`src/rtl/fetch_unit_if.sv`:
```
// Instruction memory bus between the fetch stage and instruction memory.
//   imem_req_valid  : fetch -> mem, request valid
//   imem_req_ready  : mem -> fetch, request accepted this cycle
//   imem_req_addr   : fetch -> mem, word-aligned request address
//   imem_resp_valid : mem -> fetch, one response per accepted request
//   imem_resp_data  : mem -> fetch, fetched instruction word
// master = fetch side, slave = memory side.
interface fetch_unit_if #(
    parameter int ADDRESS_SIZE = 32
);
    logic                    imem_req_valid;
    logic                    imem_req_ready;
    logic [ADDRESS_SIZE-1:0] imem_req_addr;
    logic                    imem_resp_valid;
    logic [ADDRESS_SIZE-1:0] imem_resp_data;

    modport master (
        output imem_req_valid,
        output imem_req_addr,
        input  imem_req_ready,
        input  imem_resp_valid,
        input  imem_resp_data
    );

    modport slave (
        input  imem_req_valid,
        input  imem_req_addr,
        output imem_req_ready,
        output imem_resp_valid,
        output imem_resp_data
    );
endinterface

```
`src/rtl/fetch_unit.sv`:
```
// Instruction fetch stage feeding the decoder.
// Holds the PC, issues one word request at a time over imem (valid/ready
// request, valid-only response), and presents a registered instruction
// plus its PC to decode. Honours decode stall and execute redirect.
// Ports:
//   clk, rst_n      : clock, asynchronous active-low reset
//   imem            : instruction memory bus (master side)
//   stall           : decode cannot take the instruction this cycle
//   redirect_valid  : load redirect_pc, discard anything in flight
//   redirect_pc     : redirect target (low two bits ignored)
//   instr_valid     : instruction / instr_pc are valid
//   instruction     : instruction word to decode (NOP_INSTR when idle)
//   instr_pc        : PC of the instruction
module fetch_unit #(
    parameter int                         ADDRESS_SIZE = 32,
    parameter logic [ADDRESS_SIZE-1:0]    RESET_PC     = '0,
    parameter logic [ADDRESS_SIZE-1:0]    NOP_INSTR    = 32'h0000_0013
) (
    input  logic                    clk,
    input  logic                    rst_n,
    fetch_unit_if.master            imem,
    input  logic                    stall,
    input  logic                    redirect_valid,
    input  logic [ADDRESS_SIZE-1:0] redirect_pc,
    output logic                    instr_valid,
    output logic [ADDRESS_SIZE-1:0] instruction,
    output logic [ADDRESS_SIZE-1:0] instr_pc
);

    typedef enum logic [1:0] {
        REQ,
        WAIT,
        HOLD,
        DROP
    } state_t;

    state_t                  state;
    logic [ADDRESS_SIZE-1:0] pc;
    logic [ADDRESS_SIZE-1:0] hold_data;
    logic [ADDRESS_SIZE-1:0] hold_pc;
    logic                    slot_free;

    localparam logic [ADDRESS_SIZE-1:0] PC_STEP  = ADDRESS_SIZE'(4);
    localparam logic [ADDRESS_SIZE-1:0] ALIGN_MASK = ~ADDRESS_SIZE'(3);

    // Request valid is gated by rst_n so it drops immediately on reset.
    assign imem.imem_req_valid = (state == REQ) && rst_n;
    assign imem.imem_req_addr  = pc;

    // The output register can take a new word if it is empty or being consumed.
    assign slot_free = !instr_valid || !stall;

    always_ff @(posedge clk or negedge rst_n) begin
        if (!rst_n) begin
            state       <= REQ;
            pc          <= RESET_PC;
            instr_valid <= 1'b0;
            instruction <= NOP_INSTR;
            instr_pc    <= '0;
            hold_data   <= '0;
            hold_pc     <= '0;
        end else begin
            // Consumption; a load below in the same cycle overrides this.
            if (instr_valid && !stall) begin
                instr_valid <= 1'b0;
                instruction <= NOP_INSTR;
            end

            if (redirect_valid) begin
                pc          <= redirect_pc & ALIGN_MASK;
                instr_valid <= 1'b0;
                instruction <= NOP_INSTR;
                hold_data   <= '0;
                hold_pc     <= '0;
                unique case (state)
                    // An accepted old request still owes a response.
                    REQ:  state <= imem.imem_req_ready ? DROP : REQ;
                    WAIT: state <= imem.imem_resp_valid ? REQ : DROP;
                    HOLD: state <= REQ;
                    DROP: state <= DROP;
                    default: state <= REQ;
                endcase
            end else begin
                unique case (state)
                    REQ: begin
                        if (imem.imem_req_ready) begin
                            state <= WAIT;
                        end
                    end
                    WAIT: begin
                        if (imem.imem_resp_valid) begin
                            pc <= pc + PC_STEP;
                            if (slot_free) begin
                                instruction <= imem.imem_resp_data;
                                instr_pc    <= pc;
                                instr_valid <= 1'b1;
                                state       <= REQ;
                            end else begin
                                hold_data <= imem.imem_resp_data;
                                hold_pc   <= pc;
                                state     <= HOLD;
                            end
                        end
                    end
                    HOLD: begin
                        // instr_valid is always set here, so the slot frees on !stall.
                        if (!stall) begin
                            instruction <= hold_data;
                            instr_pc    <= hold_pc;
                            instr_valid <= 1'b1;
                            state       <= REQ;
                        end
                    end
                    DROP: begin
                        if (imem.imem_resp_valid) begin
                            state <= REQ;
                        end
                    end
                    default: state <= REQ;
                endcase
            end
        end
    end

endmodule

```
`src/flat_wrapper.sv`:
```
// flat-port wrapper written by rule: the top's interface ports become plain ports
module fetch_unit_flat 
#(
    parameter int                         ADDRESS_SIZE = 32,
    parameter logic [ADDRESS_SIZE-1:0]    RESET_PC     = '0,
    parameter logic [ADDRESS_SIZE-1:0]    NOP_INSTR    = 32'h0000_0013
)
  (clk, rst_n, stall, redirect_valid, redirect_pc, instr_valid, instruction, instr_pc, imem_imem_req_valid, imem_imem_req_addr, imem_imem_req_ready, imem_imem_resp_valid, imem_imem_resp_data);
  fetch_unit_if #(.ADDRESS_SIZE(ADDRESS_SIZE)) imem_i ();
  input  logic clk;
  input  logic rst_n;
  input  logic stall;
  input  logic redirect_valid;
  input  logic [ADDRESS_SIZE-1:0] redirect_pc;
  output logic instr_valid;
  output logic [ADDRESS_SIZE-1:0] instruction;
  output logic [ADDRESS_SIZE-1:0] instr_pc;
  output wire logic [$bits(imem_i.imem_req_valid)-1:0] imem_imem_req_valid;
  output wire logic [$bits(imem_i.imem_req_addr)-1:0] imem_imem_req_addr;
  input wire logic [$bits(imem_i.imem_req_ready)-1:0] imem_imem_req_ready;
  input wire logic [$bits(imem_i.imem_resp_valid)-1:0] imem_imem_resp_valid;
  input wire logic [$bits(imem_i.imem_resp_data)-1:0] imem_imem_resp_data;
  assign imem_imem_req_valid = imem_i.imem_req_valid;
  assign imem_imem_req_addr = imem_i.imem_req_addr;
  assign imem_i.imem_req_ready = imem_imem_req_ready;
  assign imem_i.imem_resp_valid = imem_imem_resp_valid;
  assign imem_i.imem_resp_data = imem_imem_resp_data;
  fetch_unit #(.ADDRESS_SIZE(ADDRESS_SIZE), .RESET_PC(RESET_PC), .NOP_INSTR(NOP_INSTR)) u_core (.clk(clk), .rst_n(rst_n), .imem(imem_i), .stall(stall), .redirect_valid(redirect_valid), .redirect_pc(redirect_pc), .instr_valid(instr_valid), .instruction(instruction), .instr_pc(instr_pc));
endmodule
```
`config.mk`:
```
export PLATFORM = sky130hd
export DESIGN_NAME = fetch_unit_flat
export DESIGN_NICKNAME = d
export VERILOG_FILES = /design/src/rtl/fetch_unit_if.sv /design/src/rtl/fetch_unit.sv /design/src/flat_wrapper.sv
export SDC_FILE = /design/constraint.sdc
export NUM_CORES = 1
export LEC_CHECK = 0
export CORE_MARGIN = 2
export CORE_UTILIZATION = 50
export CTS_BUF_LIST = sky130_fd_sc_hd__clkbuf_8
export DETAILED_ROUTE_END_ITERATION = 6
export PLACE_DENSITY = 0.79
export SLEW_MARGIN = 20
export SYNTH_ARGS = -nofsm -noshare
export SYNTH_HDL_FRONTEND = slang
export SYNTH_SLANG_ARGS = --single-unit
```
`constraint.sdc`:
```
create_clock -name clk -period 2.4 [get_ports clk]
set_input_delay 0.48 -clock clk [delete_from_list [all_inputs] [get_ports clk]]
set_output_delay 0.48 -clock clk [all_outputs]
set_load 0.02 [all_outputs]
```
==> impl_results.md, run 1 <==
* Status: complete, no violations
* Pwr Density at 1050 mW/mm2
* Critical-path top delay cell: or4_1
* Share of synthesized registers carrying an async set or reset at 1.00
* Drt first pass iters at 5
* Final setup skew at around 0.0097 ns
* Fmax achieved at 438 MHz
* Fin. max-slew vios at 0
* Worst-skew pair later-pin latency at approximately 0.46 ns
* HP Class: in2async
* Worst-path clk slew at around 0.080 ns
* Top-area cell type share of the netlist area at 0.462
* WHS at 0.149 ns
* #FFs+latches synth at 159
* CP Max Fanout at 17
* Number of synthesized flops with an enable pin at 0
* Clk root buf: clkbuf_8
* Worst path required time at 2.78 ns
* Layout fillers at 1320
* Clk sinks at about 160
* Final setup viols at 0
* DR DRC count at 0
* Via density at 5.92
* Longest Clk Path Bufs at 2
* GPL Wtd Cong at 0.830
* Worst setup margin at about 0.12 ns
* Setup crit end kind: flip-flop
* DIE HEIGHT at around 130 um
* Initial DRC Count at 505
* Commonest non-fill, non-tap cell in the layout: clkdlybuf4s50_1
* RSZ-0062 raised after global routing: false
* Commonest cells after routing, fill and taps aside: clkdlybuf4s50_1, dfrtp_1, nand2_1
* Hold Vio Cnt, Final at 0
* Setup Buffers After CTS at 0
* Synth Area in Adders at 0.00889
* Main synth FF type: dfrtp_1
* Antenna-violating nets left at 0
* DRT Wirelength at 23800 um
* Port Buffers at 163
* Worst Path Arrival at 2.66 ns
* CP Class: reg2reg
* Multiplexer share of the synthesized area at 0.118
* Cell row count at 47
* Placed cell area at about 0.011 mm2
* Initial antenna violation count at 1
* Total number of vias at 7649
* Crit path largest cell delay at ~0.52 ns
* Setup TNS at 0 ns
* Sequential share of the synthesized area at 0.472
* Actual slew at the worst max-slew pin at about 0.9 ns
* Maximum number of pins on one net before global-route repair at between 150 and 200
* Mapped Cells at 903
* Layout cell share with drive strength beyond 1 at 0.171
* Pre-CTS WS at -0.229 ns
* Xor/xnor cell area share of the yosys netlist at 0.0104
* Detailed Place HPWL at ~16000 um
* Ranking of synthesized cells by area: dfrtp_1, mux2_2, a21oi_1, nand2_1, o21ai_0
* CP cell instances: inv_1 > ha_4 > nand2_2 > or4_1 > buf_4 > or4_1 > a31oi_1
* Synth area leader: dfrtp_1
* YS warnings at 0
* Compound-gate portion of the synthesized area at 0.169
* Design Area, Final at 0.0109 mm2
* Area delta synth->final at 29.5%
* Global-route usage over all layers at 0.269
* Mapped Area at 0.00844 mm2
* First-pass GRT wire length at between 30000 and 40000 um
* Final #Nets at 1136
* H-tree depth at 4
* Ports at 168
* Vias in the first global route at ~7500
* Core area at approximately 0.017 mm2
* Cts-stage hold buffer count at 0
* Largest family of logic cells by synthesized area: simple AND/OR/NAND/NOR gates
* Max-cap violations at 0
* WL per Instance at 18.4 um
* Static Leak at between 0.004 and 0.005 uW
* Startpoint types: flip-flop
* Post-synthesis simple-gate area fraction at 0.177
* Fin crit share at 0.951
* Synth cell types at 46
* Die Area at 0.0179 mm2
* DIE WIDTH at 134 um
* CP delay by family, top: simple AND/OR/NAND/NOR gates
* TritonCTS clock tree: built
* Most Frequent Cell on Critical Path: or4_1
* Worst VDD drop at 514 uV
* Syn avg cell area at ~9.3 um2
* Buf+Inv Stages, Crit Path at 2
* Grt total ovfl at 0
* Minimum clock period at 2.28 ns
* Final core utilization at 0.662
* ANT cells at 0
* Cts bufs inserted at 17
* Worst rel slew slack at 0.406
* Initial Util at 0.511
## per-layer routing
metal  vias up  routed length [um]  part of all wire  GRT usage
li1       3523                   -                 -          -
met1      3758               10000              0.42      0.353
met2       337               11500              0.48      0.444
met3        31                1840             0.077     0.0574
met4         0                 388             0.016     0.0940
met5         -                   0                 0          0
## state kept, by name, indices dropped and copies added, names as in the netlist
signal / cells
u_core.imem.imem_req_addr: 30
u_core.instruction: 32
u_core.state: 2
u_core.instr_valid: 1
u_core.instr_pc: 31
u_core.hold_pc: 31
u_core.hold_data: 32
## synth_stat cells (2+ instances only)
master and number:
nand2b_1 3, nor3b_1 28, or3_1 4, ha_1 6
a32oi_1 4, mux2_2 87, nor2_1 23, and2_1 31
o21ai_0 49, buf_2 9, a21oi_1 121, xnor2_1 5
buf_4 3, clkbuf_1 60, a211oi_1 28, and4_1 3
nand2_1 153, nand4_1 11, a31oi_1 17, buf_1 6
mux2i_1 2, xor2_1 5, o211ai_1 7, dfrtp_1 156
o31ai_1 13, buf_6 2, dfstp_2 3, or4_1 19
nand3_1 17, inv_1 8, nor2b_1 2, and3_1 4
## area by class of cell
class / count / area, um2 / share of cell area
Multi-Input combinational cell: 657 / 4140 / 0.379
Sequential cell: 159 / 3980 / 0.364
Timing Repair Buffer: 217 / 2120 / 0.194
Tap cell: 220 / 275 / 0.0252
Clock buffer: 19 / 262 / 0.0239
Clock inverter: 13 / 124 / 0.0113
Inverter: 8 / 30.0 / 0.00275
## cell families (layout without fill, tap and decap cells)
family	count (synthesis)	count (layout)
AOI/OAI and AO/OA	248	248
xor gates and xnor gates	10	10
adders and majority gates	6	6
buffers and inverters	88	257
DFF	159	159
muxes	89	89
other	1	2
and+or+nand+nor	302	302
## metrics by stage
stage | cells | total power (uW)
2_1_floorplan | 904 | 7070
3_3_place_gp | 1261 | 9310
3_5_place_dp | 1261 | 9460
4_1_cts | 1293 | 11400
5_1_grt | 1293 | 12000
6_report | 1293 | 11400
## path summary, 6_finish.rpt
kind	startpoint	to	slack [ns]	depth (start not counted)
min in group clk	redirect_valid	u_core.hold_pc[22]$_DFFE_PN0P_	0.48	2
setup / recovery	u_core.state[1]$_DFFE_PN0P_	u_core.imem.imem_req_addr[26]$_DFFE_PN0N_	0.12	7
max in group asynchronous	rst_n	u_core.imem.imem_req_addr[12]$_DFFE_PN0N_	1.57	2
hold / removal	rst_n	u_core.hold_data[20]$_DFFE_PN0P_	0.15	2
hold reg to reg	u_core.instr_pc[2]$_DFFE_PN0P_	u_core.instr_pc[2]$_DFFE_PN0P_	0.51	1
setup reg to reg	u_core.state[1]$_DFFE_PN0P_	u_core.imem.imem_req_addr[26]$_DFFE_PN0N_	0.12	7
## power by group
part / leakage, uW / total, uW / switching [uW] / internal [uW]
Sequential: 0.00206 / 3850 / 533 / 3320
Clock: 0.000199 / 1980 / 1020 / 963
Combinational: 0.00209 / 5600 / 2970 / 2630
## what timing repair did
action,4_1_cts,5_1_grt
endpoints found under the setup margin,1,7
pin swaps,0,0
gates resized for setup,1,2
## worst reg2reg max path, stage by stage (launching register included)
cell	delay, ns
dfrtp_1	0.42
inv_1	0.15
ha_4	0.17
nand2_2	0.07
or4_1	0.52
buf_4	0.20
or4_1	0.51
a31oi_1	0.17
(Power assumes the default switching activity.)
==> run 2: changes to the inputs <==
Settings changed: CORE_ASPECT_RATIO set to 1.4.
==> impl_results.md, run 2 (same netlist as run 1, synthesis figures left out) <==
* Status: complete, no violations
* CP Max Fanout at 16
* Initial DRC Count at between 700 and 800
* WL per Instance at around 18 um
* Top Registers: u_core.hold_data: 32 flops, u_core.instruction: 32 flops
* Vias in the first global route at ~7500
* Final setup viols at 0
* Placed cell area at roughly 0.010 mm2
* Worst Path Arrival at 2.65 ns
* Commonest cells after routing, fill and taps aside: clkdlybuf4s50_1, dfrtp_1, nand2_1
* First-pass GRT wire length at 37300 um
* Worst VDD drop at 565 uV
* Comb power frac at 0.487
* Worst rel slew slack at 0.398
* Final #Nets at 1134
* Drt first pass iters at 5
* Worst-skew pair later-pin latency at between 0.4 and 0.5 ns
* Worst-path clk slew at approximately 0.08 ns
* Via density at 5.88
* HP Class: in2async
* Antenna-violating nets left at 0
* Actual slew at the worst max-slew pin at 0.903 ns
* Die Area at 0.0180 mm2
* Fin crit share at 0.950
* Setup crit end kind: flip-flop
* RSZ-0062 raised after global routing: false
* Clk sinks at 159
* DRT Wirelength at 23100 um
* Startpoint types: flip-flop
* Flop pwr share at 0.338
* Worst path required time at between 2 and 3 ns
* Area delta synth->final at 28.8%
* Initial antenna violation count at 0
* Final setup skew at roughly 0.019 ns
* Fmax achieved at roughly 440 MHz
* Pint at just under 7000 uW
* Maximum number of pins on one net before global-route repair at 160
* Cts bufs inserted at 17
* Clock power frac at 0.175
* Layout cell share with drive strength beyond 1 at 0.172
* Longest Clk Path Bufs at 2
* Static Leak at 0.00433 uW
* DIE WIDTH at 114 um
* Cell row count at 56
* Port Buffers at 163
* Global-route usage over all layers at 0.261
* P_sw at 4430 uW
* H-tree depth at 4
* TritonCTS clock tree: built
* Clk root buf: clkbuf_8
* Grt total ovfl at 0
* GPL Wtd Cong at 0.831
* Layout fillers at 1373
* Fin. max-slew vios at 0
* Core area at 0.0167 mm2
* Minimum clock period at 2.28 ns
* Overall Power at between 10000 and 15000 uW
* Detailed Place HPWL at approximately 15000 um
* Hold Vio Cnt, Final at 0
* DR DRC count at 0
* Initial Util at 0.506
* Design Area, Final at 0.0109 mm2
* Ports at 168
* CP Class: reg2reg
* Net Sw Frac at 0.390
* DIE HEIGHT at approximately 160 um
* Total number of vias at 7492
* Pwr Density at 1050 mW/mm2
* Commonest non-fill, non-tap cell in the layout: clkdlybuf4s50_1
* ANT cells at 0
* Max-cap violations at 0
-- run 2: changes by cell type in the layout (fill, tap and decap cells not counted), sizes merged --
cell | before | now
inv | 13 | 10
clkinv | 2 | 5
buf | 57 | 55
clkinvlp | 4 | 3
clkbuf | 19 | 20
-- run 2: power by group through the flow --
stage | Sequential [uW] | Clock (uW) | Combinational (uW)
2_1_floorplan | 4500 | 0 | 2570
3_3_place_gp | 3870 | 0 | 5380
3_5_place_dp | 3890 | 0 | 5490
4_1_cts | 3840 | 2030 | 5510
5_1_grt | 3930 | 2150 | 5980
6_report | 3840 | 1990 | 5540
-- run 2: stage by stage --
stage	std cells	utilization	hold WS, ns	setup WS [ns]	TNS, ns
floorplan	904	-	0.184	0.238	0
global placement	1240	0.627	0.492	-0.130	-0.956
detailed placement	1240	0.627	0.495	-0.171	-1.95
CTS	1272	0.650	0.248	0.0728	0
global route	1274	0.652	0.245	0.00998	0
finish	1274	0.652	0.152	0.121	0
-- run 2: metal layers --
| metal | track usage | vias to the layer above | part of all wire |
|---|---|---|---|
| met3 | 0.0490 | 55 | 0.050 |
| met4 | 0.128 | 0 | 0.032 |
| met5 | 0 | - | 0 |
| met1 | 0.318 | 3667 | 0.41 |
| li1 | - | 3523 | - |
| met2 | 0.445 | 247 | 0.51 |
-- run 2: critical path, cell delays in order, from the launching register on --
cell     delay, ns
dfrtp_1       0.41
inv_1         0.14
ha_4          0.17
nand2_2       0.07
or4_1         0.53
buf_4         0.20
or4_1         0.51
a31oi_1       0.17
-- run 2: area by class of cell --
cell class                      instances  area [um2]  area share
Tap cell                              203         254      0.0234
Inverter                                8        30.0     0.00276
Multi-Input combinational cell        657        4140       0.381
Timing Repair Buffer                  215        2060       0.190
Sequential cell                       159        3980       0.366
Clock buffer                           20         275      0.0253
Clock inverter                         12         119      0.0109
-- run 2: path summary, 6_finish.rpt --
kind / startpoint / end / slack [ns] / cells after the start
min: rst_n / u_core.instruction[6]$_DFF_PN0_ / 0.15 / 2
max in group asynchronous: rst_n / u_core.instr_pc[2]$_DFFE_PN0P_ / 1.57 / 2
min in group clk: redirect_valid / u_core.hold_data[5]$_DFFE_PN0P_ / 0.46 / 2
max: u_core.state[1]$_DFFE_PN0P_ / u_core.imem.imem_req_addr[22]$_DFFE_PN0N_ / 0.12 / 7
min reg2reg: u_core.instr_pc[28]$_DFFE_PN0P_ / u_core.instr_pc[28]$_DFFE_PN0P_ / 0.51 / 1
max reg2reg: u_core.state[1]$_DFFE_PN0P_ / u_core.imem.imem_req_addr[22]$_DFFE_PN0N_ / 0.12 / 7
-- run 2: timing repair --
item	in CTS	in global routing
gates resized for setup	1	2
cloned	0	0
pin swaps	0	1
setup buffers	0	2
hold buffers	0	0
endpoints found under the setup margin	1	6
==> run 3: changes to the inputs <==
Settings changed: CELL_PAD_IN_SITES_DETAIL_PLACEMENT set to 1, CELL_PAD_IN_SITES_GLOBAL_PLACEMENT set to 1, CORE_UTILIZATION 50 to 41, PLACE_DENSITY 0.79 to 0.84.
==> impl_results.md, run 3 (same netlist as run 1, synthesis figures left out) <==
* Status: complete, no violations
* Actual slew at the worst max-slew pin at between 0.9 and 1 ns
* WL per Instance at between 20 and 25 um
* Commonest cells after routing, fill and taps aside: clkdlybuf4s50_1, dfrtp_1, nand2_1
* TritonCTS clock tree: built
* First-pass GRT wire length at 43500 um
* Layout fillers at between 2000 and 2500
* Buf+Inv Stages, Crit Path at 2
* Crit path largest cell delay at 0.54 ns
* DRT Wirelength at roughly 27000 um
* Fin. max-slew vios at 0
* Final #Nets at 1135
* Worst rel slew slack at 0.379
* Via density at around 5.7
* DIE HEIGHT at 174 um
* Total number of vias at 7585
* Core area at 0.0203 mm2
* Pint at 7210 uW
* Initial Util at 0.415
* Ports at 168
* Cts-stage hold buffer count at 0
* Detailed Place HPWL at 17700 um
* Worst-skew pair later-pin latency at 0.46 ns
* CP Max Fanout at 15
* Max-cap violations at 0
* Area delta synth->final at 30.9%
* Grt total ovfl at 0
* Worst setup margin at 0.125 ns
* WHS at 0.156 ns
* Clk root buf: clkbuf_8
* Pre-CTS WS at -0.161 ns
* Overall Power at 11900 uW
* Drt first pass iters at 4
* Fin crit share at 0.948
* Initial DRC Count at 330
* Die Area at 0.0218 mm2
* Commonest non-fill, non-tap cell in the layout: clkdlybuf4s50_1
* Worst VDD drop at 463 uV
* P_sw at 4660 uW
* Critical-path top delay cell: or4_1
* Placed Cells incl. Taps at between 1000 and 1500
* Longest Clk Path Bufs at 2
* Non-filler instance count after layout at 1328
* Final setup skew at between 0.015 and 0.02 ns
* H-tree depth at 4
* Top Registers: u_core.hold_data: 32 flops, u_core.instruction: 32 flops
* Setup crit end kind: flip-flop
* Clk sinks at 159
* CP delay by family, top: simple AND/OR/NAND/NOR gates
* Final setup viols at 0
* Design Area, Final at about 0.011 mm2
* Vias in the first global route at 8243
* Initial antenna violation count at 1
* HP Class: in2async
* Hold Vio Cnt, Final at 0
* Minimum clock period at around 2.3 ns
* CP cell instances: inv_2 > ha_1 > nand2_2 > or4_1 > buf_6 > or4_1 > a31oi_1
* Clock power frac at 0.197
* Pwr Density at 1070 mW/mm2
* CP Class: reg2reg
* Fmax achieved at between 400 and 500 MHz
* Antenna-violating nets left at 0
* Layout cell share with drive strength beyond 1 at 0.173
* Flop pwr share at 0.322
* Worst-path clk slew at 0.09 ns
* Static Leak at about 0.0044 uW
* Startpoint types: flip-flop
* Worst path required time at 2.79 ns
* Global-route usage over all layers at 0.250
* Placed cell area at ~0.011 mm2
* GPL Wtd Cong at roughly 0.8
* Cts bufs inserted at 17
* Port Buffers at approximately 160
* DR DRC count at 0
* DIE WIDTH at 125 um
* Cell row count at 62
* Net Sw Frac at 0.393
* Comb power frac at 0.481
* Maximum number of pins on one net before global-route repair at 160
* Most Frequent Cell on Critical Path: or4_1
* Worst Path Arrival at about 2.7 ns
-- run 3: repair_timing --
item,CTS,global route
gates resized for setup,1,3
cloned,0,0
endpoints found under the setup margin,1,37
setup buffers,0,1
-- run 3: worst paths after layout --
path / startpoint / end / slack, ns / cells after the start
setup / recovery: u_core.state[1]$_DFFE_PN0P_ / u_core.imem.imem_req_addr[30]$_DFFE_PN0N_ / 0.13 / 7
hold / removal: rst_n / u_core.hold_data[9]$_DFFE_PN0P_ / 0.16 / 2
setup reg to reg: u_core.state[1]$_DFFE_PN0P_ / u_core.imem.imem_req_addr[30]$_DFFE_PN0N_ / 0.13 / 7
hold reg to reg: u_core.instr_pc[15]$_DFFE_PN0P_ / u_core.instr_pc[15]$_DFFE_PN0P_ / 0.52 / 1
max in group asynchronous: rst_n / u_core.instruction[25]$_DFF_PN0_ / 1.52 / 2
min in group clk: u_core.instr_pc[15]$_DFFE_PN0P_ / u_core.instr_pc[15]$_DFFE_PN0P_ / 0.52 / 1
-- run 3: worst reg2reg max path, stage by stage (launching register included) --
cell     delay (ns)
dfrtp_1        0.42
inv_2          0.10
ha_1           0.21
nand2_2        0.09
or4_1          0.55
buf_6          0.17
or4_1          0.50
a31oi_1        0.17
-- run 3: final cells by class --
| class | count | area, um2 | share of cell area |
|---|---|---|---|
| clock inverters | 13 | 211 | 0.0191 |
| repair buffers | 216 | 2120 | 0.192 |
| well taps | 256 | 320 | 0.0290 |
| multi-input cells | 657 | 4140 | 0.374 |
| clock buffers | 18 | 248 | 0.0224 |
| flip-flops and latches | 159 | 3980 | 0.360 |
| diodes | 1 | 2.50 | 0.000226 |
| inverters | 8 | 30.0 | 0.00272 |
-- run 3: through the flow --
stage                      util  setup TNS, ns
after floorplan               -              0
after global placement    0.520         -0.955
after detailed placement  0.520          -1.64
after CTS                 0.543              0
after global routing      0.544       -0.00898
final                     0.544              0
-- run 3: metal layers --
metal	vias up	routed length, um	track usage
met5	-	0	0
met4	0	861	0.102
met3	44	917	0.0414
met2	181	14100	0.448
met1	3839	11100	0.295
li1	3521	-	-
-- run 3: power by group through the flow --
stage	Clock [uW]	Sequential [uW]	Combinational, uW
finish	2340	3830	5710
global route	2500	3930	6130
CTS	2390	3830	5740
detailed placement	0	3880	5710
global placement	0	3850	5540
floorplan	0	4500	2570
